==> src/rtl/morse_pkg.sv <==
// Shared definitions for the Morse playback slice: phase encoding,
// phase lengths in Morse units and the letter width.
package morse_pkg;

    typedef enum logic [1:0] {
        IDLE = 2'd0,
        TONE = 2'd1,
        GAP  = 2'd2,
        LGAP = 2'd3
    } morse_state_t;

    localparam logic [1:0] DOT_UNITS  = 2'd1;
    localparam logic [1:0] DASH_UNITS = 2'd3;
    localparam logic [1:0] EGAP_UNITS = 2'd1;
    localparam logic [1:0] LGAP_UNITS = 2'd3;

    localparam int MAX_LEN = 5;

    // Oversized element counts play as a full-length letter.
    function automatic logic [2:0] clamp_len(input logic [2:0] len, input int max_len);
        if (int'(len) > max_len) begin
            return 3'(max_len);
        end
        return len;
    endfunction

endpackage

==> src/rtl/morse_sequencer_if.sv <==
// Letter request / playback status bundle between the letter source and
// the Morse sequencer. The speed field only exists when MORSE_SPEED_EN
// is defined.
interface morse_sequencer_if #(
    parameter int MAX_LEN = 5
);
    logic               start;
    logic [MAX_LEN-1:0] pattern;
    logic [2:0]         len;
`ifdef MORSE_SPEED_EN
    logic [1:0]         speed;
`endif
    logic               audio_enable;
    logic               short;
    logic               long;
    logic               busy;
    logic               done;

`ifdef MORSE_SPEED_EN
    modport master (
        output start, pattern, len, speed,
        input  audio_enable, short, long, busy, done
    );

    modport slave (
        input  start, pattern, len, speed,
        output audio_enable, short, long, busy, done
    );
`else
    modport master (
        output start, pattern, len,
        input  audio_enable, short, long, busy, done
    );

    modport slave (
        input  start, pattern, len,
        output audio_enable, short, long, busy, done
    );
`endif

endinterface

==> src/rtl/morse_tick_gen.sv <==
// Unit prescaler: emits a one-cycle unit_tick every 'period' cycles,
// restarting from zero whenever clear is asserted.
module morse_tick_gen #(
    parameter int PW = 3
) (
    input  logic          clk,
    input  logic          reset,
    input  logic          clear,
    input  logic [PW-1:0] period,
    output logic          unit_tick
);

    logic [PW-1:0] cnt_q;

    assign unit_tick = (cnt_q == period - 1'b1);

    // Count 0..period-1, wrapping on the tick and restarting on clear.
    always_ff @(posedge clk) begin
        if (reset || clear) begin
            cnt_q <= '0;
        end else if (unit_tick) begin
            cnt_q <= '0;
        end else begin
            cnt_q <= cnt_q + 1'b1;
        end
    end

endmodule

==> src/rtl/morse_sequencer.sv <==
// Morse letter playback: plays one latched letter as timed dot/dash tones
// followed by a trailing letter gap, then pulses done. Optional build
// macro MORSE_SPEED_EN adds a latched speed field that shortens the unit.
module morse_sequencer #(
    parameter int UNIT_CYCLES = 4,
    parameter int MAX_LEN     = morse_pkg::MAX_LEN
) (
    input  logic             clk,
    input  logic             reset,
    morse_sequencer_if.slave bus
);

    localparam int PW   = $clog2(UNIT_CYCLES + 1);
    localparam int IDXW = (MAX_LEN > 1) ? $clog2(MAX_LEN) : 1;
    localparam logic [PW-1:0] UNIT_PERIOD = PW'(UNIT_CYCLES);

    morse_pkg::morse_state_t state_q;
    morse_pkg::morse_state_t state_d;

    logic [MAX_LEN-1:0] pattern_q;
    logic [IDXW-1:0]    idx_q;
    logic [1:0]         dur_q;
    logic               done_q;
    logic [2:0]         len_c;
    logic [PW-1:0]      period;
    logic [1:0]         phase_units;
    logic               unit_tick;
    logic               phase_end;
    logic               accept;
    logic               state_change;
    logic               tick_clear;
    logic               cur_bit;

    assign len_c        = morse_pkg::clamp_len(bus.len, MAX_LEN);
    assign accept       = (state_q == morse_pkg::IDLE) && bus.start;
    assign state_change = (state_d != state_q);
    assign tick_clear   = state_change || (state_q == morse_pkg::IDLE);
    assign cur_bit      = pattern_q[idx_q];
    assign phase_end    = unit_tick && (dur_q == phase_units - 2'd1);

`ifdef MORSE_SPEED_EN
    logic [1:0]    speed_q;
    logic [PW-1:0] shifted_period;

    // Speed is captured with the letter so mid-letter changes are ignored.
    always_ff @(posedge clk) begin
        if (reset) begin
            speed_q <= '0;
        end else if (accept) begin
            speed_q <= bus.speed;
        end
    end

    // Faster speeds shorten the unit, never below one cycle.
    always_comb begin
        shifted_period = UNIT_PERIOD >> speed_q;
        period         = (shifted_period == '0) ? PW'(1) : shifted_period;
    end
`else
    assign period = UNIT_PERIOD;
`endif

    morse_tick_gen #(
        .PW(PW)
    ) u_tick_gen (
        .clk      (clk),
        .reset    (reset),
        .clear    (tick_clear),
        .period   (period),
        .unit_tick(unit_tick)
    );

    // Length of the current phase in Morse units.
    always_comb begin
        phase_units = morse_pkg::DOT_UNITS;
        case (state_q)
            morse_pkg::TONE: phase_units = cur_bit ? morse_pkg::DASH_UNITS : morse_pkg::DOT_UNITS;
            morse_pkg::GAP:  phase_units = morse_pkg::EGAP_UNITS;
            morse_pkg::LGAP: phase_units = morse_pkg::LGAP_UNITS;
            default:         phase_units = morse_pkg::DOT_UNITS;
        endcase
    end

    // Phase sequencing; the last tone runs straight into the letter gap.
    always_comb begin
        state_d = state_q;
        case (state_q)
            morse_pkg::IDLE: begin
                if (bus.start) begin
                    state_d = (len_c == 3'd0) ? morse_pkg::LGAP : morse_pkg::TONE;
                end
            end
            morse_pkg::TONE: begin
                if (phase_end) begin
                    state_d = (idx_q == '0) ? morse_pkg::LGAP : morse_pkg::GAP;
                end
            end
            morse_pkg::GAP: begin
                if (phase_end) begin
                    state_d = morse_pkg::TONE;
                end
            end
            morse_pkg::LGAP: begin
                if (phase_end) begin
                    state_d = morse_pkg::IDLE;
                end
            end
            default: state_d = morse_pkg::IDLE;
        endcase
    end

    // Phase register.
    always_ff @(posedge clk) begin
        if (reset) begin
            state_q <= morse_pkg::IDLE;
        end else begin
            state_q <= state_d;
        end
    end

    // Units elapsed in the current phase, restarted on every phase change.
    always_ff @(posedge clk) begin
        if (reset || tick_clear) begin
            dur_q <= '0;
        end else if (unit_tick) begin
            dur_q <= dur_q + 2'd1;
        end
    end

    // Letter capture on accept and element stepping after each gap.
    always_ff @(posedge clk) begin
        if (reset) begin
            pattern_q <= '0;
            idx_q     <= '0;
        end else if (accept) begin
            pattern_q <= bus.pattern;
            idx_q     <= (len_c == 3'd0) ? '0 : IDXW'(len_c - 3'd1);
        end else if ((state_q == morse_pkg::GAP) && phase_end) begin
            idx_q <= idx_q - 1'b1;
        end
    end

    // Done fires in the first IDLE cycle after the letter gap.
    always_ff @(posedge clk) begin
        if (reset) begin
            done_q <= 1'b0;
        end else begin
            done_q <= (state_q == morse_pkg::LGAP) && phase_end;
        end
    end

    assign bus.audio_enable = (state_q == morse_pkg::TONE);
    assign bus.long         = (state_q == morse_pkg::TONE) && cur_bit;
    assign bus.short        = (state_q == morse_pkg::TONE) && !cur_bit;
    assign bus.busy         = (state_q != morse_pkg::IDLE);
    assign bus.done         = done_q;

endmodule

==> src/flat_wrapper.sv <==
// flat-port wrapper written by rule: the top's interface ports become plain ports
module morse_sequencer_flat 
#(
    parameter int UNIT_CYCLES = 4,
    parameter int MAX_LEN     = morse_pkg::MAX_LEN
)
  (clk, reset, bus_start, bus_pattern, bus_len, bus_audio_enable, bus_short, bus_long, bus_busy, bus_done);
  morse_sequencer_if #(.MAX_LEN(MAX_LEN)) bus_i ();
  input  logic clk;
  input  logic reset;
  input wire logic [$bits(bus_i.start)-1:0] bus_start;
  input wire logic [$bits(bus_i.pattern)-1:0] bus_pattern;
  input wire logic [$bits(bus_i.len)-1:0] bus_len;
  output wire logic [$bits(bus_i.audio_enable)-1:0] bus_audio_enable;
  output wire logic [$bits(bus_i.short)-1:0] bus_short;
  output wire logic [$bits(bus_i.long)-1:0] bus_long;
  output wire logic [$bits(bus_i.busy)-1:0] bus_busy;
  output wire logic [$bits(bus_i.done)-1:0] bus_done;
  assign bus_i.start = bus_start;
  assign bus_i.pattern = bus_pattern;
  assign bus_i.len = bus_len;
  assign bus_audio_enable = bus_i.audio_enable;
  assign bus_short = bus_i.short;
  assign bus_long = bus_i.long;
  assign bus_busy = bus_i.busy;
  assign bus_done = bus_i.done;
  morse_sequencer #(.UNIT_CYCLES(UNIT_CYCLES), .MAX_LEN(MAX_LEN)) u_core (.clk(clk), .reset(reset), .bus(bus_i));
endmodule
==> config.mk <==
export PLATFORM = sky130hd
export DESIGN_NAME = morse_sequencer_flat
export DESIGN_NICKNAME = d
export VERILOG_FILES = /design/src/rtl/morse_pkg.sv /design/src/rtl/morse_sequencer_if.sv /design/src/rtl/morse_tick_gen.sv /design/src/rtl/morse_sequencer.sv /design/src/flat_wrapper.sv
export SDC_FILE = /design/constraint.sdc
export NUM_CORES = 1
export LEC_CHECK = 0
export CORE_ASPECT_RATIO = 0.75
export CORE_MARGIN = 2
export CORE_UTILIZATION = 35
export DETAILED_ROUTE_END_ITERATION = 10
export MAX_ROUTING_LAYER = met4
export SETUP_SLACK_MARGIN = 0.3
export SKIP_LAST_GASP = 1
export SLEW_MARGIN = 20
export SYNTH_ARGS = -nofsm -noshare
export SYNTH_HDL_FRONTEND = slang
export SYNTH_SLANG_ARGS = --single-unit
export TNS_END_PERCENT = 30
==> constraint.sdc <==
create_clock -name clk -period 2.45 [get_ports clk]
set_clock_uncertainty 0.2 [all_clocks]
set_input_delay 0.49 -clock clk [delete_from_list [all_inputs] [get_ports clk]]
set_output_delay 0.49 -clock clk [all_outputs]
set_load 0.01 [all_outputs]
==> out/qor.csv, run 1 <==
metric,value,unit
synth_ff_type,dfxtp_1,
r2r_end,u_core.state_q[0],
grt_pass1_vias,895,
critPathKind,reg2out,
r2r_setup_slack,0.37,ns
antenna_cells,0,
hold_depth,1,
p_seq_share,44.1,%
ios,16,
die_w,66.67,um
ant_nets,0,
hpwlAfterDp,1888,um
p_comb_share,26.0,%
p_sw_share,29.82,%
place.gp.congestion,0.7845,
worstReg2RegStart,u_core.u_tick_gen.cnt_q[0],
cts_made_buffers,3,
hold_path_class,reg2reg,
drc,0,
syn_nets,139,
nNetsFinal,160,
cts-root-buf,clkbuf_8,
ys_seq_elements,16,
crit_path_end_kind,output port,
fp-row-count,17,
reg2regPathDepth,6,
p_leak,0.4798,nW
grt_pass1_wl,3981,um
outcome,"complete, no violations",
yosysWarnings,0,
synth_cells,122,
worst_slack,0.3237,ns
grt_setup_unrepaired,yes,
seq_area_frac_synth,31.07,%
fmax,470.3,MHz
internal-power,0.4782,mW
cts-hold-fix-buffers,0,
slew_violations,0,
start_util,35.90,%
drt_iter0_markers,49,
path_clk_slew,0.06,ns
worst_setup_path_start_kind,flop,
wl_per_cell,13.37,um
groute.usage.overall,16.27,%
min_period,2.126,ns
power_frac_clock,29.9,%
min_from,u_core.u_tick_gen.cnt_q[0],
fin_crit_sh,86.79,%
yosys.area.top_type,dfxtp_1,
coreArea,2872,sq um
clk_latency,0.25,ns
cts_tree,done,
portBuffers,15,
die_area,3401,sq um
synth_top_area_share,31.07,%
cp.required,1.76,ns
cts.sinks,16,
path_max_fanout,8,
cts_setup_buffers,0,
h-tree-depth,1,
tightest_slew,0.5665,ns
vias_per_cell,5.268,
dr.pass1.iters,4,
synth_most_common_cell,nand2_1,
cp.arrival,1.44,ns
grt_antenna_before_repair,0,
async_reset_ff_share,0,%
dp_cells,176,
synth_edf_count,0,
finalSetupTns,0,ns
syn-cell-area,1031,sq um
die_y,51.01,um
relSlewSlack,62.16,%
clockBufferDepth,2,
drt_wl_total,2394,um
maxCapViolations,0,
switchingPower,0.2032,mW
post-place-ws,0.1674,ns
grt_max_degree,13,
syn_avg_cell_area,8.451,sq um
syn2layout_area_growth,24.27,%
power-per-cell-area,531.9,nW/um^2
num_vias,943,
drive_gt1_share,16.31,%
overflow,0,
synthTopCellsByArea,"dfxtp_1 31%, ha_1 7.3%, nand2_1 6.6%, a21oi_1 4.4%, inv_1 3.3%",
synthTopCellsByCount,"18 x nand2_1, 16 x dfxtp_1, 9 x a21oi_1, 9 x inv_1, 6 x ha_1",
final_cells,179,
ys_types,48,
setup_viol,0,
hold_viol_final,0,
ir_worst_vdd,0.0001844,V
hold_end,u_core.u_tick_gen.cnt_q[0],
registers in the layout, summed over array words and instances (netlist names):
name and cells:
u_core.bus.done 1, u_core.dur_q 2, u_core.idx_q 3, u_core.pattern_q 5, u_core.state_q 2, u_core.u_tick_gen.cnt_q 3
placed cells by master (no fill, tap or decap), types with 2 or more instances in the layout:
cell,count
ha_1,6
nand2b_1,4
dfxtp_1,13
or4_1,2
a21oi_1,9
o21ai_1,2
nor3_1,4
dfxtp_2,2
clkdlybuf4s50_1,13
inv_1,9
clkbuf_8,3
nor4b_1,2
o211ai_1,3
nor2_1,4
nand3_1,3
nor3b_1,3
buf_4,7
nand2_1,17
routing by layer:
layer	track usage, %	vias up	wire length (um)
met3	1.982	5	119
met1	20.89	430	1169
met2	24.00	25	1038
met5	-	-	0
met4	10.88	0	66
li1	-	483	-
power by group through the flow:
stage	Sequential [mW]	Combinational, mW	Clock, mW
after floorplan	0.295	0.115	0
after global placement	0.304	0.173	0
after detailed placement	0.304	0.177	0
after CTS	0.300	0.178	0.208
after global routing	0.303	0.196	0.219
final	0.301	0.177	0.204
critical path, cell delays in order (launching register included):
cell and delay [ns]:
dfxtp_2 0.37, inv_1 0.13, nand2_1 0.10, inv_1 0.06, clkdlybuf4s50_1 0.52
metrics by stage:
stage | hold WS [ns] | util [%] | power [mW] | cell area [sq um]
2_1_floorplan | 0.2043 | - | 0.4108 | 1031
3_3_place_gp | 0.2153 | 42.92 | 0.4770 | 1232
3_5_place_dp | 0.2206 | 42.92 | 0.4814 | 1232
4_1_cts | 0.2297 | 44.58 | 0.6856 | 1280
5_1_grt | 0.2573 | 44.62 | 0.7188 | 1281
6_report | 0.2275 | 44.62 | 0.6814 | 1281
cells by family after synthesis:
| logic type | count (synthesis) | share of synthesized area, % |
|---|---|---|
| AO/OA/AOI/OAI | 30 | 20.88 |
| XOR/XNOR | 1 | 0.8497 |
| adder cells (fa/ha/maj) | 6 | 7.281 |
| buffers and inverters | 15 | 8.009 |
| flip-flops | 16 | 31.07 |
| multiplexers | 2 | 3.155 |
| AND/OR/NAND/NOR | 52 | 28.76 |
layout make-up:
cell class	instances	area (sq um)
Clock buffer	3	41.29
Fill cell	310	1590
Inverter	9	33.78
Multi-Input combinational cell	91	639.4
Sequential cell	16	326.6
Tap cell	38	47.55
Timing Repair Buffer	22	192.7
worst max-delay path by stage:
stage,from,endpoint,slack (ns),depth (start not counted)
2_1_floorplan,u_core.u_tick_gen.cnt_q[0],u_core.state_q[0],0.55,7
3_3_place_gp,bus_start,u_core.idx_q[1],0.19,4
3_5_place_dp,bus_len[1],u_core.state_q[1],0.17,7
4_1_cts,u_core.idx_q[1],bus_short,0.26,5
5_1_grt,u_core.u_tick_gen.cnt_q[0],u_core.state_q[0],0.26,6
6_report,u_core.state_q[1],bus_audio_enable,0.32,4
what timing repair did:
item / 4_1_cts / 5_1_grt
endpoints found under the hold margin: 0 / 0
setup endpoints to repair: 4 / 6
gates resized for setup: 11 / 3
Note: power is estimated with default switching activity, not from simulation.
==> run 2, diff against run 1 <==
- CORE_ASPECT_RATIO: 0.75 -> 1.4
==> out/qor.csv, run 2 (same netlist as run 1, synthesis figures left out) <==
metric,value,unit,change
final_cell_mix,"18 x nand2_1, 13 x clkdlybuf4s50_1, 12 x dfxtp_1",,"was 17 x nand2_1, 13 x clkdlybuf4s50_1, 13 x dfxtp_1"
max_stage_delay,0.52,ns,about the same
power-per-cell-area,549.5,nW/um^2,was 531.9 nW/um^2
drive_gt1_share,19.44,%,was 16.31%
largest_reg_flops,5,,unchanged
setup.worst_path.end,bus_audio_enable,,unchanged
cp.required,1.76,ns,about the same
place.gp.congestion,0.8177,,was 0.7845
regArea,327.8,sq um,was 326.6 sq um
die_w,49.87,um,was 66.67 um
crit_path_end_kind,output port,,unchanged
ir_worst_vdd,0.0002717,V,was 0.0001844 V
cp.arrival,1.40,ns,was 1.44 ns
r2r_setup_slack,0.42,ns,was 0.37 ns
min_period,2.092,ns,was 2.126 ns
ios,16,,unchanged
clockBufferDepth,2,,unchanged
dr.pass1.iters,4,,unchanged
cp_num_cells,4,,unchanged
outcome,"complete, no violations",,unchanged
fmax,478.0,MHz,was 470.3 MHz
startpoint,u_core.state_q[1],,unchanged
drc,0,,unchanged
cts-root-buf,clkbuf_8,,unchanged
multiInputGateArea,640.6,sq um,was 639.4 sq um
grt_pass1_wl,4043,um,was 3981 um
overflow,0,,unchanged
p_seq_share,42.1,%,was 44.1%
hold_path_class,reg2reg,,unchanged
hpwlAfterDp,1873,um,was 1888 um
coreArea,2849,sq um,was 2872 sq um
tightest_slew,0.3439,ns,was 0.5665 ns
p_comb_share,25.0,%,was 26.0%
grt_setup_unrepaired,yes,,unchanged
grt_pass1_vias,936,,was 895
antenna_cells,0,,unchanged
die_area,3402,sq um,was 3401 sq um
maxCapViolations,0,,unchanged
path_max_fanout,8,,unchanged
cpMaxStageDelayCell,clkdlybuf4s50_1,,unchanged
fin_crit_sh,85.38,%,was 86.79%
final_common_cell,nand2_1,,unchanged
drt_wl_total,2387,um,was 2394 um
drt_iter0_markers,27,,was 49
ant_nets,0,,unchanged
p_sw_share,28.42,%,was 29.82%
p_leak,0.4977,nW,was 0.4798 nW
critPathKind,reg2out,,unchanged
portBuffers,15,,unchanged
nNetsFinal,162,,was 160
cts.sinks,16,,unchanged
h-tree-depth,1,,unchanged
die_y,68.22,um,was 51.01 um
largest_register,u_core.pattern_q,,unchanged
syn2layout_area_growth,27.18,%,was 24.27%
hold_viol_final,0,,unchanged
path_delay_family,buffers and inverters,,unchanged
r2r_end,u_core.state_q[0],,unchanged
power_frac_clock,33.0,%,was 29.9%
setup_viol,0,,unchanged
vias_per_cell,5.287,,was 5.268
n_fill_cell,285,,was 310
slew_violations,0,,unchanged
critPathBufInv,3,,unchanged
groute.usage.overall,16.11,%,was 16.27%
cts-hold-fix-buffers,0,,unchanged
fp-row-count,23,,was 17
power,0.7205,mW,was 0.6814 mW
internal-power,0.5157,mW,was 0.4782 mW
reg2regPathDepth,6,,unchanged
grt_antenna_before_repair,0,,unchanged
finalSetupTns,0,ns,unchanged
switchingPower,0.2048,mW,was 0.2032 mW
grt_max_degree,13,,unchanged
cts_tree,done,,unchanged
clk_latency,0.25,ns,about the same
wl_per_cell,13.19,um,was 13.37 um
crit_chain,inv_2 -> nand2_1 -> inv_1 -> clkdlybuf4s50_1,,was inv_1 -> nand2_1 -> inv_1 -> clkdlybuf4s50_1
relSlewSlack,76.48,%,was 62.16%
worst_setup_path_start_kind,flop,,unchanged
top_regs,"u_core.pattern_q x5, u_core.idx_q x3, u_core.u_tick_gen.cnt_q x3",,unchanged
worstReg2RegStart,u_core.u_tick_gen.cnt_q[0],,unchanged
cts_made_buffers,3,,unchanged
start_util,36.19,%,was 35.90%
path_clk_slew,0.07,ns,was 0.06 ns
num_vias,957,,was 943
run 2: routing by layer:
layer	vias to the layer above	routed length, um	global-route usage [%]
li1	486	-	-
met1	448	984	17.56
met2	19	1298	27.50
met3	4	69	3.712
met4	0	35	8.333
met5	-	0	-
run 2: what timing repair did:
item / 4_1_cts / 5_1_grt
buffers inserted: 3 / 0
pin swaps: 2 / 1
hold endpoints to repair: 0 / 0
resized for setup: 10 / 6
setup endpoints to repair: 4 / 5
run 2: how the worst min path moves through the flow:
stage / startpoint / to / depth (start not counted)
6_report: u_core.u_tick_gen.cnt_q[0] / u_core.u_tick_gen.cnt_q[0] / 1
3_5_place_dp: u_core.u_tick_gen.cnt_q[0] / u_core.u_tick_gen.cnt_q[0] / 1
2_1_floorplan: u_core.u_tick_gen.cnt_q[0] / u_core.u_tick_gen.cnt_q[0] / 1
3_3_place_gp: u_core.u_tick_gen.cnt_q[0] / u_core.u_tick_gen.cnt_q[0] / 1
4_1_cts: u_core.u_tick_gen.cnt_q[0] / u_core.u_tick_gen.cnt_q[0] / 1
5_1_grt: u_core.u_tick_gen.cnt_q[0] / u_core.u_tick_gen.cnt_q[0] / 1
run 2: power by group through the flow:
stage / Combinational (mW) / Sequential, mW / Clock (mW)
after global routing: 0.201 / 0.305 / 0.257
final: 0.180 / 0.303 / 0.238
after floorplan: 0.115 / 0.295 / 0
after global placement: 0.167 / 0.306 / 0
after CTS: 0.179 / 0.302 / 0.248
after detailed placement: 0.171 / 0.308 / 0
run 2: area by class of cell:
cell class,count,share of cell area [%]
Inverter,9,2.576
Sequential cell,16,25.00
Clock buffer,4,4.198
Multi-Input combinational cell,91,48.85
Tap cell,37,3.531
Timing Repair Buffer,24,15.84
run 2: stage by stage:
stage	std cells	util (%)	instance area, sq um	hold WS [ns]	setup WS [ns]
after floorplan	122	-	1031	0.2043	0.5520
after global placement	174	42.95	1224	0.2132	0.09276
after detailed placement	174	42.95	1224	0.2256	0.04063
after CTS	181	45.81	1305	0.2352	0.2339
after global routing	181	46.03	1311	0.2535	0.2873
final	181	46.03	1311	0.2285	0.3581
